[src/rtl/wb_cfg_pkg.sv]
// wb_cfg_pkg: shared FSM state, bus width defaults and pwm_timer register map for the config master
package wb_cfg_pkg;
  typedef enum logic [1:0] {
    ST_IDLE,
    ST_BUS,
    ST_RESP
  } wb_state_t;
  localparam int WB_ADR_W = 16;
  localparam int WB_DAT_W = 16;
  localparam logic [15:0] REG_CTRL    = 16'h0000;
  localparam logic [15:0] REG_DIVISOR = 16'h0002;
  localparam logic [15:0] REG_PERIOD  = 16'h0004;
  localparam logic [15:0] REG_DC      = 16'h0006;
  localparam int CTRL_EXT_CLK  = 0;
  localparam int CTRL_PWM_MODE = 1;
  localparam int CTRL_CNT_EN   = 2;
  localparam int CTRL_CONT     = 3;
  localparam int CTRL_OUT_EN   = 4;
  localparam int CTRL_IRQ_CLR  = 5;
  localparam int CTRL_DUTY_SEL = 6;
  localparam int CTRL_SW_RST   = 7;
  function automatic int cnt_width(input int tmo);
    return $clog2(tmo + 1);
  endfunction
endpackage

[src/rtl/wb_timeout_cnt.sv]
// wb_timeout_cnt: saturating count of ack-less BUS cycles, flags the abort point at TIMEOUT-1
module wb_timeout_cnt
  import wb_cfg_pkg::*;
#(
  parameter int TIMEOUT = 16
) (
  input  logic i_wb_clk,
  input  logic i_wb_rst,
  input  logic i_clr,
  input  logic i_en,
  output logic o_expired
);
  localparam int CNT_W = cnt_width(TIMEOUT);
  logic [CNT_W-1:0] r_cnt;
  // restart on command accept, count each waiting BUS cycle, hold at all-ones instead of wrapping
  always_ff @(posedge i_wb_clk or posedge i_wb_rst)
    if (i_wb_rst) r_cnt <= '0;
    else if (i_clr) r_cnt <= '0;
    else if (i_en && r_cnt != '1) r_cnt <= r_cnt + CNT_W'(1);
  assign o_expired = (r_cnt == CNT_W'(TIMEOUT - 1));
endmodule

[src/rtl/wb_cfg_master.sv]
// wb_cfg_master: single-transfer Wishbone classic initiator, one command in, one response out; WB_CFG_MASTER_TIMEOUT_EN adds the ack watchdog
module wb_cfg_master
  import wb_cfg_pkg::*;
#(
  parameter int ADR_W   = WB_ADR_W,
  parameter int DAT_W   = WB_DAT_W,
  parameter int TIMEOUT = 16
) (
  input  logic             i_wb_clk,
  input  logic             i_wb_rst,
  input  logic             i_cmd_valid,
  output logic             o_cmd_ready,
  input  logic             i_cmd_we,
  input  logic [ADR_W-1:0] i_cmd_adr,
  input  logic [DAT_W-1:0] i_cmd_data,
  output logic             o_rsp_valid,
  input  logic             i_rsp_ready,
  output logic [DAT_W-1:0] o_rsp_data,
  output logic             o_rsp_err,
  output logic             o_wb_cyc,
  output logic             o_wb_stb,
  output logic             o_wb_we,
  output logic [ADR_W-1:0] o_wb_adr,
  output logic [DAT_W-1:0] o_wb_data,
  input  logic             i_wb_ack,
  input  logic [DAT_W-1:0] i_wb_data
);
  wb_state_t        r_state;
  logic             r_cmd_ready, r_rsp_valid, r_rsp_err, r_cyc, r_stb, r_we;
  logic [ADR_W-1:0] r_adr;
  logic [DAT_W-1:0] r_data, r_rsp_data;
  logic             w_accept, w_expired;
  assign w_accept = (r_state == ST_IDLE) & i_cmd_valid & r_cmd_ready;
`ifdef WB_CFG_MASTER_TIMEOUT_EN
  wb_timeout_cnt #(.TIMEOUT(TIMEOUT)) u_tmo (
    .i_wb_clk (i_wb_clk),
    .i_wb_rst (i_wb_rst),
    .i_clr    (w_accept),
    .i_en     ((r_state == ST_BUS) & ~i_wb_ack),
    .o_expired(w_expired)
  );
`else
  assign w_expired = 1'b0;
`endif
  // transfer FSM: ack only matters in BUS and beats a simultaneous timeout; we/adr/data persist after the cycle
  always_ff @(posedge i_wb_clk or posedge i_wb_rst)
    if (i_wb_rst) begin
      r_state     <= ST_IDLE;
      r_cmd_ready <= 1'b0;
      r_rsp_valid <= 1'b0;
      r_rsp_err   <= 1'b0;
      r_rsp_data  <= '0;
      r_cyc       <= 1'b0;
      r_stb       <= 1'b0;
      r_we        <= 1'b0;
      r_adr       <= '0;
      r_data      <= '0;
    end else
      case (r_state)
        ST_IDLE: begin
          r_cmd_ready <= ~w_accept;
          if (w_accept) begin
            r_we    <= i_cmd_we;
            r_adr   <= i_cmd_adr;
            r_data  <= i_cmd_data;
            r_cyc   <= 1'b1;
            r_stb   <= 1'b1;
            r_state <= ST_BUS;
          end
        end
        ST_BUS:
          if (i_wb_ack || w_expired) begin
            r_rsp_data  <= (i_wb_ack && !r_we) ? i_wb_data : '0;
            r_rsp_err   <= ~i_wb_ack;
            r_cyc       <= 1'b0;
            r_stb       <= 1'b0;
            r_rsp_valid <= 1'b1;
            r_state     <= ST_RESP;
          end
        ST_RESP:
          if (i_rsp_ready) begin
            r_rsp_valid <= 1'b0;
            r_cmd_ready <= 1'b1;
            r_state     <= ST_IDLE;
          end
        default: r_state <= ST_IDLE;
      endcase
  assign o_cmd_ready = r_cmd_ready;
  assign o_rsp_valid = r_rsp_valid;
  assign o_rsp_data  = r_rsp_data;
  assign o_rsp_err   = r_rsp_err;
  assign o_wb_cyc    = r_cyc;
  assign o_wb_stb    = r_stb;
  assign o_wb_we     = r_we;
  assign o_wb_adr    = r_adr;
  assign o_wb_data   = r_data;
endmodule
[config.mk]
export PLATFORM = sky130hd
export DESIGN_NAME = wb_cfg_master
export DESIGN_NICKNAME = d
export VERILOG_FILES = /design/src/rtl/wb_cfg_pkg.sv /design/src/rtl/wb_timeout_cnt.sv /design/src/rtl/wb_cfg_master.sv
export SDC_FILE = /design/constraint.sdc
export NUM_CORES = 1
export LEC_CHECK = 0
export ABC_AREA = 1
export BUFFER_PORTS_ARGS = -buffer_cell sky130_fd_sc_hd__buf_2
export CAP_MARGIN = 5
export CORE_UTILIZATION = 45
export CTS_CLUSTER_DIAMETER = 200
export DETAILED_ROUTE_END_ITERATION = 16
export PLACE_DENSITY = 0.78
export SLEW_MARGIN = 20
export SYNTH_ARGS = -nofsm -noshare
export SYNTH_HDL_FRONTEND = slang
export SYNTH_SLANG_ARGS = --single-unit
export TNS_END_PERCENT = 50
[constraint.sdc]
create_clock -name i_wb_clk -period 2.2 [get_ports i_wb_clk]
set_input_delay 0.33 -clock i_wb_clk [delete_from_list [all_inputs] [get_ports i_wb_clk]]
set_output_delay 0.33 -clock i_wb_clk [all_outputs]
set_load 0.1 [all_outputs]
==> Word-level counts from Yosys, hierarchy flattened <==
Cells that the tools add are included.
Widths: inputs -> output; s select.
{ "op_classes": {"add_sub_neg": 0, "multipliers": 0, "div": 0, "magnitude_cmp": 0, "eq_ne": 5, "shift": 0, "mux": 13, "bitwise": 4, "n_reduce_logical": 12} }
{ "op_table": {"columns": ["operator", "n"], "rows": [
  ["$mux 16", 1],
  ["$reduce_and 3->1", 3],
  ["$mux 2", 3],
  ["$ne 2x2->1 const B", 3],
  ["$pmux 1 s2", 3],
  ["$pmux 2 s3", 1],
  ["$reduce_and 2->1", 3],
  ["$reduce_bool 2->1", 3],
  ["$mux 1", 5],
  ["$and 1x1->1", 2],
  ["$eq 2x1->1 const B", 1],
  ["$eq 2x2->1 const B", 1],
  ["$logic_not 2->1", 1],
  ["$not 1->1", 2],
  ["$logic_and 1x1->1", 1],
  ["$logic_not 1->1", 1]
]} }
{ "word_totals": {"reg_bits": 55, "latchBits": 0, "ramBits": 0, "mem_bits_ro": 0, "wordCells": 43, "n_memories": 0} }

==> Longest topological paths before layout <==
{ "logic_depth": {"depth_word": 5, "mapped_depth": 6, "depth_no_buf": 5} }

==> Least setup slack after synthesis <==
OpenSTA, ideal clock, no wires.
{ "synth_path": {"kind": "register to register", "from": "register r_we, in the netlist o_wb_we", "to": "register r_rsp_data[0], in the netlist o_rsp_data[0]", "setup_ns": 0.120, "t_arrival_ns": 1.651, "required_ns": 2.080, "slack_ns": 0.429, "path_stages_with_launch": 6, "path_buffers": 2, "period_less_slack_ns": 1.771, "path_cell_list": "dfrtp_1 > buf_2 > clkbuf_1 > nor2_1 > nand2_1 > nand2_1"} }
{ "synth_via": {"elab_chain_len": 3} }
{ "synth_rtl": {"columns": ["element", "line_no", "source"], "rows": [
  ["start: declaration", "wb_cfg_master.sv:29", "logic r_cmd_ready, r_rsp_valid, r_rsp_err, r_cyc, r_stb, r_we;"],
  ["start signal: assignment", "wb_cfg_master.sv:63", "r_we <= i_cmd_we;"],
  ["$logic_not 1->1", "wb_cfg_master.sv:73", "r_rsp_data <= (i_wb_ack && !r_we) ? i_wb_data : '0;"],
  ["$logic_and 1x1->1", "wb_cfg_master.sv:73", null],
  ["$mux 16", "wb_cfg_master.sv:73", null],
  ["end signal: assignment", "wb_cfg_master.sv:73", null],
  ["end: declaration", "wb_cfg_master.sv:31", "logic [DAT_W-1:0] r_data, r_rsp_data;"]
]} }
No other way between the ends.
A chain may end at the register's enable or synchronous reset.

==> Worst setup path after layout <==
{ "layout_path": {"from": "register r_we, in the netlist o_wb_we", "to": "output port o_wb_we"} }
{ "layout_rtl": {"columns": ["element", "line_no", "source"], "rows": [
  ["end: declaration", "wb_cfg_master.sv:22", "output logic o_wb_we,"]
]} }
No word-level cell between the ends.

==> impl_metrics.py <==
metrics = {
    "timing": {
        "fmax_mhz": 613,
        "period_share_pct": 74.2,
        "finalSetupViolCount": 0,
        "relSlewSlack_pct": 62.6,
        "fin_worst_skew_ns": 0.0103,
        "timing.final.hold_violations": 0,
        "rsz0062_at_grt": "false",
        "fin_ws_ns": 0.567,
        "drv_slew": 0,
        "fin_crit_ns": 1.63,
        "fin_hold_ws_ns": 0.0727,
        "worst_pin_slew_ns": 0.560,
        "setup_tns_ns": 0,
    },
    "critical_path": {
        "r2r-end": "o_rsp_data[15]",
        "cp-endpoint": "o_wb_we",
        "ff2ff_setup_slack_ns": 0.73,
        "end_kind": "primary output",
        "crit_path_max_fanout": 18,
        "cpPeakStageDelay_ns": 0.46,
        "crit_path_start": "o_wb_we",
        "timing.critical_path.required_ns": 1.87,
        "reg2reg_from": "r_state[1]",
        "arrival_ns": 1.30,
        "cp.depth": 2,
        "critPathKind": "flip-flop to primary output",
        "path_cells": "buf_4 > buf_2",
        "worst_path_max_delay_cell": "buf_2",
        "path_buf_inv": 2,
        "reg2regPathDepth": 5,
        "crit_family": "buffers and inverters",
        "startpoint_type": "flip-flop",
    },
    "floorplanning": {
        "die_area_sq_mm": 0.00545,
        "rows": 25,
        "die_h_microns": 73.8,
        "start_util_pct": 47.8,
        "dieWidth_microns": 73.8,
        "core_sq_mm": 0.00485,
        "boundaryPins": 108,
    },
    "route": {
        "dr.pass1.iters": 4,
        "vias": 2042,
        "routed_via_density": 4.59,
        "ant_nets": 0,
        "drc": 0,
        "wl_per_cell_microns": 11.3,
        "wirelength_mm": 5.02,
        "drtIter0Drc": 66,
    },
    "cells_and_area": {
        "antenna_cells": 0,
        "final_layout_size_suffix_gt1_share_pct": 32.8,
        "final_nets": 432,
        "final_cell_mix": "125 x nand2_1, 107 x buf_2, 55 x dfrtp_1, 36 x nand3_1, 19 x inv_1",
        "fill_cells": 432,
        "final_common_cell": "nand2_1",
        "area_growth_pct": 27.8,
    },
    "global_routing": {
        "antenna_found_initial": 0,
        "track_usage_pct": 19.2,
        "grt_remaining_overflow": 0,
        "grt_pass1_vias": 1806,
        "grt_pass1_wl_mm": 7.95,
        "grt_max_degree": 37,
    },
    "synth": {
        "yosys_warnings": 0,
        "synth.avg_cell_area_sq_um": 8.44,
        "syn_inst": 275,
        "synth_seq_area_share_pct": 59.3,
        "synth-seq-cells": 55,
        "synth_cell_types": 16,
        "synth_area_sq_mm": 0.00232,
        "syn-num-nets": 329,
    },
    "clocking": {
        "cts_buffer_depth": 2,
        "clockRootBuffer": "clkbuf_8",
        "cts-buffers-inserted": 5,
        "path_clk_slew_ns": 0.09,
        "cts_resized": 0,
        "cts_tree": "built",
        "cts_setup_buffers": 0,
        "clock_latency_ns": 0.30,
        "cts_sinks": 55,
        "holdBufCountCts": 0,
        "cts.htree.levels": 2,
    },
    "run": {
        "maxCapViolations": 0,
    },
    "placement": {
        "preCtsSetupSlack_ns": 0.707,
        "dp_hpwl_mm": 3.63,
        "io_buffer_count": 107,
        "routabilityCongestion": 0.712,
    },
    "hold_path": {
        "hold_path_class": "primary input to async pin",
    },
    "run_status": {
        "status": "completed",
    },
}
-- state kept, by name, indices dropped and copies added, names as in the netlist --
register,cells
o_rsp_err,1
r_state,2
o_wb_adr,16
o_wb_stb,1
o_cmd_ready,1
o_wb_data,16
o_wb_we,1
o_rsp_data,16
o_rsp_valid,1
-- Yosys cell counts --
library cell / number / area, sq um
a21oi_1: 1 / 5.00
buf_2: 6 / 30.0
buf_4: 5 / 37.5
buf_6: 3 / 33.8
clkbuf_1: 1 / 3.75
clkinv_1: 1 / 3.75
dfrtp_1: 55 / 1380
inv_1: 20 / 75.1
inv_2: 2 / 7.51
nand2_1: 125 / 469
nand2_4: 1 / 11.3
nand3_1: 36 / 180
nand3_2: 1 / 10.0
nor2_1: 16 / 60.1
nor2_4: 1 / 11.3
o21ai_0: 1 / 5.00
-- final cells by class --
class	count	area, sq um	area share, %
Sequential cell	55	1380	46.4
Multi-Input combinational cell	182	752	25.4
Timing Repair Buffer	111	578	19.5
Inverter	23	86.3	2.91
Tap cell	67	83.8	2.83
Clock buffer	6	82.6	2.79
Clock inverter	1	5.00	0.169
-- metrics by stage --
stage | cells | util, % | cell area, sq um
floorplan | 275 | - | 2320
detailed placement | 438 | 59.3 | 2880
CTS | 445 | 61.1 | 2960
global route | 445 | 61.1 | 2960
finish | 445 | 61.1 | 2960
global placement | 438 | 59.3 | 2880
-- logic make-up (layout without fill, tap and decap cells) --
kind of cell           count (synthesis)  in the layout  synth area share [%]
flip-flops                            55             55                  59.3
buffers and inverters                 38            141                  8.25
AND/OR/NAND/NOR                      180            180                  32.0
AO/OA/AOI/OAI                          2              2                 0.431
-- worst reg2reg max path, stage by stage, from the launching register on --
cell     delay, ns
dfrtp_1       0.45
inv_2         0.10
nand3_2       0.33
inv_2         0.37
nand2_1       0.09
nand2_1       0.07
-- per-layer routing --
layer,GRT usage (%),part of all wire [%],up-vias
met5,0,0,-
met4,6.62,1.7,0
met3,4.39,5.1,10
met2,33.1,51,62
met1,23.6,43,934
li1,-,-,1036
-- worst min-delay path by stage --
| stage | from | end | slack (ns) |
|---|---|---|---|
| 6_report | i_wb_rst | o_wb_adr[0] | 0.07 |
| 5_1_grt | i_wb_rst | o_wb_adr[0] | 0.10 |
| 4_1_cts | i_wb_rst | o_wb_adr[0] | 0.08 |
| 3_5_place_dp | i_wb_rst | o_wb_adr[10] | 0.42 |
| 3_3_place_gp | i_wb_rst | o_wb_adr[10] | 0.41 |
| 2_1_floorplan | i_wb_ack | r_state[0] | 0.44 |
Power is not shown: default switching activity piles up to over one toggle a cycle in this logic, so the estimate is an artifact.
